[config.mk]
export PLATFORM = sky130hd
export DESIGN_NAME = weekday_ctrl
export DESIGN_NICKNAME = d
export VERILOG_FILES = /design/src/rtl/weekday_pkg.sv /design/src/rtl/blink_gen.sv /design/src/rtl/weekday_ctrl.sv
export SDC_FILE = /design/constraint.sdc
export NUM_CORES = 1
export LEC_CHECK = 0
export CAP_MARGIN = 15
export CORE_AREA = 2 2 77 79
export CTS_BUF_LIST = sky130_fd_sc_hd__clkbuf_4 sky130_fd_sc_hd__clkbuf_8
export DETAILED_ROUTE_END_ITERATION = 6
export DIE_AREA = 0 0 79 81
export MAX_ROUTING_LAYER = met4
export PLACE_DENSITY = 0.85
export SKIP_CTS_REPAIR_TIMING = 1
export SLEW_MARGIN = 20
export SYNTH_ARGS = -nofsm -noshare
export SYNTH_HDL_FRONTEND = slang
export SYNTH_HIERARCHICAL = 1
export SYNTH_SLANG_ARGS = --single-unit
[constraint.sdc]
create_clock -name clk -period 3.6 [get_ports clk]
set_input_delay 0.54 -clock clk [delete_from_list [all_inputs] [get_ports clk]]
set_output_delay 0.54 -clock clk [all_outputs]
set_load 0.01 [all_outputs]
[src/rtl/weekday_pkg.sv]
// ---------------------------------------------------------------------------
// weekday_pkg
// Shared definitions for the weekday controller and the LED selector stage:
//   - one-hot weekday constants (bit 0 = MON ... bit 6 = SUN)
//   - RUN/SET controller state encoding
//   - rotl7: advance a one-hot weekday by one day (SUN wraps to MON)
// ---------------------------------------------------------------------------
package weekday_pkg;

   localparam logic [6:0] DAY_MON = 7'b0000001;
   localparam logic [6:0] DAY_TUE = 7'b0000010;
   localparam logic [6:0] DAY_WED = 7'b0000100;
   localparam logic [6:0] DAY_THU = 7'b0001000;
   localparam logic [6:0] DAY_FRI = 7'b0010000;
   localparam logic [6:0] DAY_SAT = 7'b0100000;
   localparam logic [6:0] DAY_SUN = 7'b1000000;

   typedef enum logic {
      ST_RUN = 1'b0,
      ST_SET = 1'b1
   } state_e;

   function automatic logic [6:0] rotl7(input logic [6:0] d);
      return {d[5:0], d[6]};
   endfunction

endpackage

[src/rtl/blink_gen.sv]
// ---------------------------------------------------------------------------
// blink_gen
// Square-wave generator for the set-mode blink.
//   clk   in  system clock
//   rst   in  synchronous active-high reset
//   en    in  enable; low clears the counter and forces pulse low
//   pulse out registered square wave, high for the first BLINK_HALF cycles
//             after en rises, then toggling every BLINK_HALF cycles
// ---------------------------------------------------------------------------
module blink_gen #(
   parameter int unsigned BLINK_HALF = 25_000_000
) (
   input  logic clk,
   input  logic rst,
   input  logic en,
   output logic pulse
);

   localparam int unsigned CW = (BLINK_HALF > 1) ? $clog2(BLINK_HALF) : 1;

   logic [CW-1:0] cnt_q, cnt_d;
   logic          pulse_q, pulse_d;
   logic          en_q;

   always_comb begin
      cnt_d   = cnt_q;
      pulse_d = pulse_q;
      if (!en) begin
         cnt_d   = '0;
         pulse_d = 1'b0;
      end else if (!en_q) begin
         // first enabled cycle starts the high phase
         cnt_d   = '0;
         pulse_d = 1'b1;
      end else if (cnt_q == CW'(BLINK_HALF - 1)) begin
         cnt_d   = '0;
         pulse_d = ~pulse_q;
      end else begin
         cnt_d = cnt_q + 1'b1;
      end
   end

   always_ff @(posedge clk) begin
      if (rst) begin
         cnt_q   <= '0;
         pulse_q <= 1'b0;
         en_q    <= 1'b0;
      end else begin
         cnt_q   <= cnt_d;
         pulse_q <= pulse_d;
         en_q    <= en;
      end
   end

   assign pulse = pulse_q;

endmodule

[src/rtl/weekday_ctrl.sv]
// ---------------------------------------------------------------------------
// weekday_ctrl
// Current-weekday register with a set mode for choosing a new weekday.
//   clk      in   system clock
//   rst      in   synchronous active-high reset
//   day_tick in   one-cycle pulse at midnight; advances w in RUN and SET
//   mode_btn in   enter set mode (RUN) / commit candidate (SET)
//   inc_btn  in   advance the candidate weekday (SET only)
//   w        out  current weekday, one-hot
//   iw       out  candidate weekday, one-hot
//   wset     out  high while in set mode
//   pulse    out  blink wave for the candidate display
// Set mode auto-aborts after SET_TIMEOUT cycles without a button press.
// ---------------------------------------------------------------------------
module weekday_ctrl
   import weekday_pkg::*;
#(
   parameter int unsigned BLINK_HALF  = 25_000_000,
   parameter int unsigned SET_TIMEOUT = 500_000_000,
   parameter logic [6:0]  RESET_DAY   = DAY_MON
) (
   input  logic       clk,
   input  logic       rst,
   input  logic       day_tick,
   input  logic       mode_btn,
   input  logic       inc_btn,
   output logic [6:0] w,
   output logic [6:0] iw,
   output logic       wset,
   output logic       pulse
);

   localparam int unsigned TW = (SET_TIMEOUT > 1) ? $clog2(SET_TIMEOUT) : 1;

   state_e        state_q, state_d;
   logic [6:0]    w_q, w_d;
   logic [6:0]    iw_q, iw_d;
   logic [TW-1:0] tcnt_q, tcnt_d;
   logic [6:0]    w_tick;
   logic [6:0]    iw_inc;

   always_comb begin
      w_tick  = day_tick ? rotl7(w_q) : w_q;
      iw_inc  = inc_btn ? rotl7(iw_q) : iw_q;
      state_d = state_q;
      w_d     = w_tick;
      iw_d    = iw_q;
      tcnt_d  = tcnt_q;
      unique case (state_q)
         ST_RUN: begin
            if (mode_btn) begin
               state_d = ST_SET;
               iw_d    = w_tick;
               tcnt_d  = '0;
            end
         end
         ST_SET: begin
            iw_d = iw_inc;
            if (mode_btn) begin
               // commit wins over a same-cycle day_tick
               w_d     = iw_inc;
               state_d = ST_RUN;
               tcnt_d  = '0;
            end else if (inc_btn) begin
               tcnt_d = '0;
            end else if (tcnt_q == TW'(SET_TIMEOUT - 1)) begin
               state_d = ST_RUN;
               tcnt_d  = '0;
            end else begin
               tcnt_d = tcnt_q + 1'b1;
            end
         end
         default: state_d = ST_RUN;
      endcase
   end

   always_ff @(posedge clk) begin
      if (rst) begin
         state_q <= ST_RUN;
         w_q     <= RESET_DAY;
         iw_q    <= RESET_DAY;
         tcnt_q  <= '0;
      end else begin
         state_q <= state_d;
         w_q     <= w_d;
         iw_q    <= iw_d;
         tcnt_q  <= tcnt_d;
      end
   end

   // Driven from the next state so pulse rises and falls on the same edge
   // as wset.
   blink_gen #(
      .BLINK_HALF(BLINK_HALF)
   ) u_blink (
      .clk  (clk),
      .rst  (rst),
      .en   (state_d == ST_SET),
      .pulse(pulse)
   );

   assign w    = w_q;
   assign iw   = iw_q;
   assign wset = (state_q == ST_SET);

endmodule

# [Word-level counts from Yosys, hierarchy flattened]
# Cells that the tools add are included.
[word_totals] in_bits=5 out_inout_bits=16 regBits=70 word_cells=35
[op_classes] n_addsub=2 n_mux=18 eq_ne=4 n_bitwise=3 reduce_logical=2
[ops] operator="two-way mux 29 bit" n=4
[ops] operator="case mux 29 bit (2 select lines)" n=1
[ops] operator="two-way mux 7 bit" n=5
[ops] operator="adder 29 x 1 -> 29 bit (second input constant)" n=1
[ops] operator="== test 29 bit (second input constant)" n=1
[ops] operator="adder 25 x 1 -> 25 bit (second input constant)" n=1
[ops] operator="== test 25 bit (second input constant)" n=1
[ops] operator="case mux 7 bit (2 select lines)" n=1
[ops] operator="two-way mux 1 bit" n=6
[ops] operator="inequality test 2 bit (second input constant)" n=2
[ops] operator="OR reduction 4 bit" n=1
[ops] operator="inverter 1 bit" n=3
[ops] operator="case mux 1 bit (2 select lines)" n=1
[ops] operator="OR reduction 2 bit" n=1

# [Logic depth before layout (Yosys ltp)]
# Gate-level depths: netlist (run 1).
[depth] word_depth=7 depth_mapped=10 depth_no_buf=9

# [Hierarchy]
# Netlist (run 1), hierarchy kept.
[by_module_without_submodules] mod="weekday_ctrl" area_per_inst_um2=2267.2 cells_each=262 instances=1 seq_area_each_um2=880.8
[by_module_without_submodules] mod="blink_gen" area_per_inst_um2=1277.5 cells_each=148 instances=1 seq_area_each_um2=540.5

# [Worst setup path after synthesis (run 1)]
# No wires, ideal clock.
[synth_path] kind="flip-flop to flip-flop" from="reg tcnt_q[0]" to="reg u_blink.cnt_q[5]" path_stages_with_launch=11 required_time_ps=3481 setup_slack_ps=1303 arrival_ps=2179 setup_time_ps=119 path_cell_list="dfxtp_1 > ha_1 > nand3_1 > or4_4 > nor3_1 > o21ai_0 > nor2b_1 > and2_1 > o21ai_1 > buf_2 > nor2_1"
[synth_between] elab_chain_cells=7
[synth_lines] element="start, declared" line="weekday_ctrl.sv:38" text="logic [TW-1:0] tcnt_q, tcnt_d;"
[synth_lines] element="start signal, assigned" line="weekday_ctrl.sv:87" text="tcnt_q <= tcnt_d;"
[synth_lines] element="== test 29 bit" line="weekday_ctrl.sv:66" text="end else if (tcnt_q == TW'(SET_TIMEOUT - 1)) begin"
[synth_lines] element="two-way mux 1 bit" line="weekday_ctrl.sv:66"
[synth_lines] element="two-way mux 1 bit" line="weekday_ctrl.sv:64" text="end else if (inc_btn) begin"
[synth_lines] element="two-way mux 1 bit" line="weekday_ctrl.sv:59" text="if (mode_btn) begin"
[synth_lines] element="case mux 1 bit (2 select lines)" line="weekday_ctrl.sv:49" text="unique case (state_q)"
[synth_lines] element="named net state_d" line="weekday_ctrl.sv:35" text="state_e state_q, state_d;"
[synth_lines] element="inverter 1 bit (no source line)"
[synth_lines] element="OR reduction 4 bit (no source line)"
[synth_lines] element="end signal, assigned" line="blink_gen.sv:49" text="cnt_q <= cnt_d;"
[synth_lines] element="end, declared" line="blink_gen.sv:21" text="logic [CW-1:0] cnt_q, cnt_d;"
# The timed path passes the listed nets, and every way through them passes these cells.
# A chain may end at the register's enable or synchronous reset.

# [Worst setup path after layout (run 1)]
# Ends and elaborated chain as after synthesis.

==> results of run 1 <==
## metrics by stage
stage                     instance area, um^2  std cells  power, uW  worst slack, ps
final                                    3960        505       1570             1010
after global routing                     3960        505       1640              810
after CTS                                3960        505       1590             1020
after detailed placement                 3750        489        952              967
after global placement                   3750        489        949              998
after floorplan                          3540        410        906             1300
## logic make-up (layout without fill, tap and decap cells)
group | count (synthesis) | count (layout)
and+or+nand+nor | 203 | 203
adders and majority gates | 2 | 2
DFF | 71 | 71
muxes | 13 | 13
AOI/OAI and AO/OA | 59 | 59
xor gates and xnor gates | 36 | 36
buffers and inverters | 26 | 46
## where the power goes
group          internal [uW]  switching (uW)  leakage (uW)
Clock                    347             292      0.000107
Combinational           56.4            57.7      0.000556
Sequential               801            18.2      0.000575
## cell usage in the layout (no fill, tap or decap), drive strengths merged, types with 5 or more instances in the layout
cell           instances
nor2b                  5
clkbuf                11
mux2i                  9
a31oi                  5
nor4                   8
nor2                  67
o21ai                 14
xnor2                 17
inv                    7
a21oi                 15
and3                   7
xor2                  19
dfxtp                 71
nor3                  10
clkdlybuf4s50         20
nand4                 24
nand2                 23
or3                   16
nand3                 19
a211oi                13
## worst reg2reg max path: stages, from the launching register on
cell and delay [ps]:
dfxtp_1 440, ha_1 230, nand3_1 110, or4_4 560
nor3_1 140, o21ai_0 150, nor2b_1 180, and2_1 190
o21ai_1 80, buf_4 290, nor2_1 100
## cell type report
cell class,count,area share [%]
Sequential cell,71,35.9
Tap cell,75,2.37
Clock inverter,5,1.45
Timing Repair Buffer,23,5.63
Multi-Input combinational cell,313,50.3
Inverter,7,0.664
Clock buffer,11,3.67
## state kept, by name, summed over array words and instances (netlist names)
| name | count |
|---|---|
| tcnt_q | 29 |
| u_blink/cnt_q | 25 |
| iw | 7 |
| w | 7 |
| u_blink/en_q | 1 |
| u_blink/pulse | 1 |
| wset | 1 |
## final timing paths
path / start / to / depth (start not counted)
worst max-delay path: tcnt_q[0] / u_blink/cnt_q[5] / 10
worst min-delay path: u_blink/cnt_q[0] / u_blink/cnt_q[0] / 1
worst max register to register: tcnt_q[0] / u_blink/cnt_q[5] / 10
worst min register to register: u_blink/cnt_q[0] / u_blink/cnt_q[0] / 1
## cells in the mapped netlist (all sizes together) (9+ instances only)
cell	n	area share, %
dfxtp	71	40
nor2	67	7.3
nand4	24	4.2
nand2	23	2.4
nand3	19	3.0
xor2	19	4.7
xnor2	17	4.2
or3	16	3.0
a21oi	15	2.3
o21ai	14	2.1
a211oi	13	2.8
buf	10	2.0
nor3	10	1.4
clkbuf	9	0.95
mux2i	9	2.5
## routing by layer
metal  GRT usage, %  wire [um]  vias up
li1               -          -     1517
met1           29.7       3360     1410
met2           40.1       3440       71
met3           6.44        316       11
met4           8.97         96        0
met5              -          0        -
==> results by group, run 1 <==
Final layout
  • Layout cell share with drive strength beyond 1: under 10%
  • Area occupied by registers: around 0.0014 mm^2
  • Nets: 432
  • Fill count: 448
  • Multi-input gate area: roughly 0.002 mm^2
  • Ant. Diodes: 0
  • Synth-to-layout area growth: 11.6%
  • Final core utilization: 69.7%

Floorplan
  • Row count: 28
  • Die Y: about 80 um
  • I/O pin cnt: 21
  • Initial Util: roughly 62%
  • Die area: between 0.006 and 0.007 mm^2
  • Placeable Area: around 0.0057 mm^2
  • Die Span X: 79 um

Setup path
  • Delay-heaviest family, CP: simple AND/OR/NAND/NOR gates
  • Kind of critical path: flop to flop
  • Max FO, Critical Path: 23
  • WP data required: 3820 ps
  • Setup slack, reg-to-reg: a little over 1000 ps
  • Max incr delay on CP: around 560 ps
  • Critical path buffers and inverters: 1
  • CP arrival: approximately 2800 ps
  • Setup crit end kind: flop
  • Critical path, cell by cell: ha_1 -> nand3_1 -> or4_4 -> nor3_1 -> o21ai_0 -> nor2b_1 -> and2_1 -> o21ai_1 -> buf_4 -> nor2_1
  • Crit start category: flop
  • Worst path slowest cell: or4_4

Global route
  • First-pass GRT wire length: 12.3 mm
  • Largest net degree at the start of global routing: 25
  • Global Route Usage Sum: 24.6%
  • GRT Residual Overflow: 0
  • Number of global-route vias before repair: 2,758
  • Antenna violations before repair: 0

Clocking
  • Skew-Pair Late Insertion Delay: about 340 ps
  • CTS buffer count: 9
  • CTS tree: built
  • Sink Count: between 70 and 80
  • Max Root-Sink Buffers: 2
  • Reg clk slew, reported paths: approximately 70 ps
  • H-Tree Depth: 3
  • Root Buffer: clkbuf_8

Routing
  • Vias per inst: between 5 and 6
  • Routed length per instance: 14.3 um
  • Final Routed Wirelength: between 7 and 8 mm
  • Vias: between 3,000 and 4,000
  • Number of remaining DRC errors: 0
  • Antenna Nets Post-Route: 0
  • DR iter-0 viols: ~240
  • 1st-pass router iterations: 4

Hold path
  • Hold Crit Class: flop to flop

Yosys
  • Mapped Nets: between 400 and 500
  • Synthesized area: approximately 0.0035 mm^2
  • Synthesis-stage register bit count: 71
  • Largest family of logic cells by synthesized area: simple AND/OR/NAND/NOR gates
  • Synth Area in Adders: less than 1%
  • Fraction of synthesized cell area in xor and xnor cells: between 8 and 9%
  • Synth Instances: between 400 and 500
  • Complex-gate fraction of the synthesized area: 11.4%
  • Mux cell area share after synthesis: 3.81%
  • Seq/Total Area, Yosys: about two fifths
  • Synth Area per Inst: between 8 and 9 um^2
  • Async set-reset flop share out of synthesis: 0%
  • Yosys cell types: 57
  • Post-Synth Simple-Gate Area: approximately a third
  • Post-synth EDFFs: 0
  • Top FF cell, synth: dfxtp_1
  • Synth warn: 6

Timing
  • Final Slew Violations: 0
  • Skew final: between 10 and 15 ps
  • Tmin final: 2590 ps
  • Setup TNS Final: 0 ps
  • Endpoints failing hold: 0
  • Final setup fails: 0
  • Max_slew headroom: around half
  • Slew at the pin with the worst max-slew slack: about 700 ps
  • RSZ-0062 raised after global routing: no
  • Hold_ws: between 400 and 500 ps
  • Final clock period utilization by the worst path: between 70% and 80%
  • F_max: around 390 MHz

Power and ir drop
  • Power Density: approximately 400 mW/mm^2
  • Leak pwr: about 0.0012 uW
  • Max VDD drop: about 300 uV

Outcome
  • Outcome: complete, no violations

Placed design
  • Dpl hpwl: around 5 mm
  • PortBufs: 20
  • Placer Congestion: 0.891

Job
  • Number of max-cap violations: 0
Power figures use the tool's default switching activity.
==> run 2, diff against run 1 <==
--- a/config.mk
+++ b/config.mk
@@ -6,12 +6,12 @@
 export NUM_CORES = 1
 export LEC_CHECK = 0
 export CAP_MARGIN = 15
-export CORE_AREA = 2 2 77 79
+export CORE_AREA = 2 2 79 81
 export CTS_BUF_LIST = sky130_fd_sc_hd__clkbuf_4 sky130_fd_sc_hd__clkbuf_8
 export DETAILED_ROUTE_END_ITERATION = 6
-export DIE_AREA = 0 0 79 81
+export DIE_AREA = 0 0 81 83
 export MAX_ROUTING_LAYER = met4
-export PLACE_DENSITY = 0.85
+export PLACE_DENSITY = 0.81
 export SKIP_CTS_REPAIR_TIMING = 1
 export SLEW_MARGIN = 20
 export SYNTH_ARGS = -nofsm -noshare
==> constraint.sdc (replaced) <==
create_clock -name clk -period 2.5 [get_ports clk]
set_input_delay 0.375 -clock clk [delete_from_list [all_inputs] [get_ports clk]]
set_output_delay 0.375 -clock clk [all_outputs]
set_load 0.01 [all_outputs]
==> run 2 against run 1 <==
Effect of this change: utilization barely moved; register-to-register slack worse by 790 ps; largest cell class unchanged; first-iteration DRC count is 24% lower; total power rose by 35%; design area grew 2.5%; sequential share of layout area down 0.86 points; clock-buffer cell count unchanged.
==> results by group, run 2 (same netlist as run 1, synthesis figures left out) <==
Global route
  • Largest net degree at the start of global routing: 24
  • Global Route Usage Sum: roughly 24%
  • Number of global-route vias before repair: ~2,900
  • Antenna violations before repair: 0
  • GRT Residual Overflow: 0
  • First-pass GRT wire length: ~13 mm

Timing
  • Skew final: 8.61 ps
  • Max_slew headroom: between 60% and 70%
  • Slew at the pin with the worst max-slew slack: around 460 ps
  • Setup TNS Final: 0 ps
  • Endpoints failing hold: 0
  • Tmin final: 2280 ps
  • Final setup fails: 0
  • F_max: roughly 440 MHz
  • RSZ-0062 raised after global routing: no
  • Final Slew Violations: 0
  • Final clock period utilization by the worst path: 91.2%

Final layout
  • Nets: about 450
  • Fill count: between 400 and 500
  • Area occupied by registers: 0.00142 mm^2
  • Most frequent cells in the layout: dfxtp_1 (71), nor2_1 (64), nand4_1 (24)
  • Max FFs per register: 29
  • Synth-to-layout area growth: 14.4%
  • Largest Register: tcnt_q
  • Biggest regs: tcnt_q x29, u_blink/cnt_q x25
  • Ant. Diodes: 0
  • Multi-input gate area: 0.00199 mm^2
  • Layout cell share with drive strength beyond 1: 12.4%
  • Commonest non-fill, non-tap cell in the layout: dfxtp_1

Floorplan
  • Die Span X: ~80 um
  • I/O pin cnt: 21
  • Die area: between 0.006 and 0.007 mm^2
  • Placeable Area: between 0.005 and 0.006 mm^2
  • Initial Util: between 60 and 70%
  • Row count: 28
  • Die Y: approximately 83 um

Clocking
  • CTS buffer count: 9
  • Skew-Pair Late Insertion Delay: about 340 ps
  • CTS tree: built
  • Max Root-Sink Buffers: 2
  • H-Tree Depth: 3
  • Root Buffer: clkbuf_8
  • Reg clk slew, reported paths: approximately 70 ps
  • Sink Count: ~70

Routing
  • Final Routed Wirelength: between 7 and 8 mm
  • Antenna Nets Post-Route: 0
  • 1st-pass router iterations: 5
  • DR WL met3: around 400 um
  • Vias per inst: roughly 6.0
  • Number of remaining DRC errors: 0
  • Uppermost layer routed: met4
  • Met1 WL: 3.44 mm
  • Met2 WL: 3.64 mm
  • Routed length per instance: around 15 um
  • DR iter-0 viols: 180
  • Vias: approximately 3,100

Setup path
  • Critical path, cell by cell: ha_1 -> nand3_1 -> or4_4 -> nor3_1 -> o21ai_1 -> nor2b_1 -> and2_1 -> o21ai_2 -> clkbuf_16 -> nor2_1
  • Reg-to-Reg Start: tcnt_q[1]
  • CP arrival: ~2500 ps
  • Worst Reg-to-Reg Cells: 10
  • Crit start category: flop
  • Max FO, Critical Path: 12
  • Worst path slowest cell: or4_4
  • Kind of critical path: flop to flop
  • Setup crit end kind: flop
  • Setup slack, reg-to-reg: roughly 220 ps
  • Worst R2R End: u_blink/cnt_q[5]
  • WP data required: ~2700 ps
  • Max incr delay on CP: 550 ps

Power and ir drop
  • Overall Power: 2130 uW
  • Comb pwr share: 8.6%
  • Leak pwr: around 0.0013 uW
  • Clock share of power: between 30 and 40%
  • Pint: 1620 uW
  • Power Density: 524 mW/mm^2
  • Max VDD drop: roughly 350 uV
  • Reg power frac: a little under three fifths
  • Switching power: 503 uW
  • Switching share of power: 23.7%

Placed design
  • Dpl hpwl: between 5 and 6 mm
  • PortBufs: 20
  • Placer Congestion: 0.899

Job
  • Number of max-cap violations: 0

Hold path
  • Hold path endpoint: u_blink/cnt_q[0]
  • Hold depth: 1
  • Hold Crit Start: u_blink/cnt_q[0]
  • Hold Crit Class: flop to flop

Outcome
  • Outcome: complete, no violations
-- run 2: cell count changes in the layout (fill, tap and decap cells not counted) --
cell	delta
buf_4	+14
clkinv_4	-2
buf_6	+1
bufinv_16	-1
clkbuf_16	+1
o21ai_0	-1
o21ai_2	+1
-- run 2: critical path: cells and delay by family (launching register included) --
family	cells	cell delay, ps
buffers and inverters	1	200
AO/OA/AOI/OAI	2	210
AND/OR/NAND/NOR	6	1220
adder cells (fa/ha/maj)	1	190
flip-flops	1	340
-- run 2: how the worst max path moves through the flow --
stage | start | to | slack, ps | depth (start not counted)
global route | tcnt_q[0] | u_blink/cnt_q[3] | 30 | 10
global placement | mode_btn | tcnt_q[23] | 140 | 6
CTS | tcnt_q[0] | u_blink/cnt_q[5] | 130 | 10
finish | tcnt_q[1] | u_blink/cnt_q[5] | 220 | 10
floorplan | tcnt_q[0] | u_blink/cnt_q[5] | 200 | 10
detailed placement | mode_btn | u_blink/cnt_q[13] | 100 | 9
-- run 2: stage by stage --
step                hold WS (ps)  cells  worst slack (ps)  util (%)  cell area (um^2)
finish                       471    518               219      69.7              4060
global route                 479    518              27.8      69.7              4060
CTS                          468    517               127      69.4              4040
detailed placement           446    504              97.1      66.7              3880
global placement             433    504               142      66.7              3880
floorplan                    425    410               203         -              3540
-- run 2: final cells by class --
class	count	share of cell area (%)
multi-input cells	313	49.2
well taps	75	2.31
repair buffers	39	8.98
flip-flops and latches	71	35.1
clock buffers	11	3.58
clock inverters	2	0.247
inverters	7	0.648
-- run 2: power by group through the flow --
stage / registers (uW) / logic, uW / clock network [uW]
finish: 1180 / 182 / 767
global route: 1180 / 197 / 834
CTS: 1180 / 180 / 785
detailed placement: 1200 / 179 / 0
global placement: 1200 / 176 / 0
floorplan: 1210 / 97.9 / 0
-- run 2: per-layer routing --
layer,global-route usage (%),up-vias
met5,-,-
met4,10.9,0
met3,4.35,22
met2,37.0,97
met1,31.6,1465
li1,-,1537
==> run 3, diff against run 2 <==
--- a/config.mk
+++ b/config.mk
@@ -10,6 +10,7 @@
 export CTS_BUF_LIST = sky130_fd_sc_hd__clkbuf_4 sky130_fd_sc_hd__clkbuf_8
 export DETAILED_ROUTE_END_ITERATION = 6
 export DIE_AREA = 0 0 81 83
+export GPL_TIMING_DRIVEN = 0
 export MAX_ROUTING_LAYER = met4
 export PLACE_DENSITY = 0.81
 export SKIP_CTS_REPAIR_TIMING = 1
==> run 3 against run 2 <==
Effect of this change: clock power is 45% higher; design area up 1.6%; critical path depth unchanged; die area did not move; clock skew about the same; utilization grew 1.1 points; setup slack worse by 94 ps; critical path type unchanged; largest cell class unchanged; largest power group unchanged; highest routed layer unchanged.
==> results by group, run 3 (same netlist as run 1, synthesis figures left out) <==
Floorplan
  • I/O pin cnt: 21
  • Die Span X: between 80 and 90 um
  • Row count: 28
  • Die Y: about 83 um
  • Die area: approximately 0.0067 mm^2
  • Initial Util: approximately 60%
  • Placeable Area: ~0.0058 mm^2

Global route
  • First-pass GRT wire length: between 10 and 15 mm
  • Antenna violations before repair: 0
  • Number of global-route vias before repair: approximately 2,900
  • Global Route Usage Sum: between 20 and 25%
  • Largest net degree at the start of global routing: 14
  • GRT Residual Overflow: 0

Routing
  • Routed length per instance: approximately 15 um
  • DR iter-0 viols: 318
  • Vias: ~3,200
  • Vias per inst: 6.08
  • Number of remaining DRC errors: 0
  • Final Routed Wirelength: 8.08 mm
  • 1st-pass router iterations: 5
  • Antenna Nets Post-Route: 0

Final layout
  • Most frequent cells in the layout: dfxtp_1 (69), nor2_1 (64), nand4_1 (24)
  • Synth-to-layout area growth: 16.3%
  • Multi-input gate area: 0.00201 mm^2
  • Final core utilization: 70.9%
  • Layout cell share with drive strength beyond 1: about an eighth
  • Largest Register: tcnt_q
  • Nets: 449
  • Area occupied by registers: between 0.001 and 0.0015 mm^2
  • Ant. Diodes: 0
  • Max FFs per register: 29
  • Fill count: 450
  • Commonest non-fill, non-tap cell in the layout: dfxtp_1
  • Biggest regs: tcnt_q x29, u_blink/cnt_q x25

Setup path
  • Critical path endpoint: u_blink/cnt_q[19]
  • Worst Reg-to-Reg Cells: 10
  • Setup slack, reg-to-reg: approximately 120 ps
  • WP data required: ~2700 ps
  • Setup crit end kind: flop
  • Crit start category: flop
  • Reg-to-Reg Start: tcnt_q[0]
  • Max FO, Critical Path: 6
  • CP arrival: 2600 ps
  • Kind of critical path: flop to flop
  • Setup crit start: tcnt_q[0]
  • Worst R2R End: u_blink/cnt_q[19]

Clocking
  • Max Root-Sink Buffers: 2
  • H-Tree Depth: 3
  • CTS buffer count: 9
  • CTS tree: built
  • Reg clk slew, reported paths: about 80 ps
  • Sink Count: between 70 and 80
  • Skew-Pair Late Insertion Delay: approximately 340 ps
  • Root Buffer: clkbuf_8

Placed design
  • DP Worst Slack: -168 ps
  • Placer Congestion: about 0.91
  • PortBufs: 17
  • Dpl hpwl: ~5.4 mm

Job
  • Number of max-cap violations: 0

Timing
  • Min setup slack post-route: approximately 120 ps
  • Slew at the pin with the worst max-slew slack: roughly 630 ps
  • Final setup fails: 0
  • Max_slew headroom: about 58%
  • Final Slew Violations: 0
  • Tmin final: ~2400 ps
  • Skew final: 8.19 ps
  • Endpoints failing hold: 0
  • Final clock period utilization by the worst path: a little over nine tenths
  • RSZ-0062 raised after global routing: no
  • F_max: 421 MHz
  • Hold_ws: about 420 ps

Power and ir drop
  • Power Density: between 500 and 600 mW/mm^2
  • Max VDD drop: around 350 uV
  • Leak pwr: roughly 0.0013 uW

Hold path
  • Hold Crit Class: input port to flop

Outcome
  • Outcome: complete, no violations
## run 3: power by group
part	leakage (uW)	total [uW]	internal, uW	switching (uW)
logic	0.000610	187	88.1	98.6
registers	0.000576	1180	1150	22.3
clock network	0.000120	1110	666	443
total	0.00131	2470	1910	564
## run 3: worst min-delay path by stage
stage	startpoint	end	slack [ps]	depth (start not counted)
floorplan	u_blink/en_q	u_blink/pulse	420	1
global placement	u_blink/cnt_q[0]	u_blink/cnt_q[0]	440	1
detailed placement	u_blink/cnt_q[0]	u_blink/cnt_q[0]	440	1
CTS	mode_btn	tcnt_q[18]	420	3
global route	mode_btn	tcnt_q[18]	440	3
finish	mode_btn	tcnt_q[18]	420	3
## run 3: metrics by stage
stage	std cells	cell area (um^2)	setup TNS [ps]	power (uW)
floorplan	410	3540	0	1310
global placement	502	3810	-2340	1370
detailed placement	502	3810	-2950	1380
CTS	518	4050	-4100	2480
global route	522	4120	0	2560
finish	522	4120	0	2470
## run 3: worst max-delay path, cell delays in order (launching register included)
cell and delay, ps:
dfxtp_2 380, ha_2 210, nand3_1 110, or4_4 570, nor3_1 150, o21ai_1 120
nor2b_1 170, and2_4 200, o21ai_4 120, buf_6 170, a21oi_1 50
## run 3: layout make-up
type / count / share of cell area, %
sequential: 71 / 34.5
multi-input combinational: 313 / 48.7
tap: 75 / 2.28
buffer: 19 / 2.88
timing repair buffer: 21 / 5.04
inverter: 7 / 0.638
clock buffer: 9 / 3.01
clock inverter: 7 / 2.91
## run 3: routing by layer
metal  up-vias  GRT usage, %  share of wire [%]
li1       1551             -                  -
met1      1478          31.3                 45
met2       126          37.7                 47
met3        17          5.43                6.2
met4         0          9.09                1.1
met5         -             -                  0
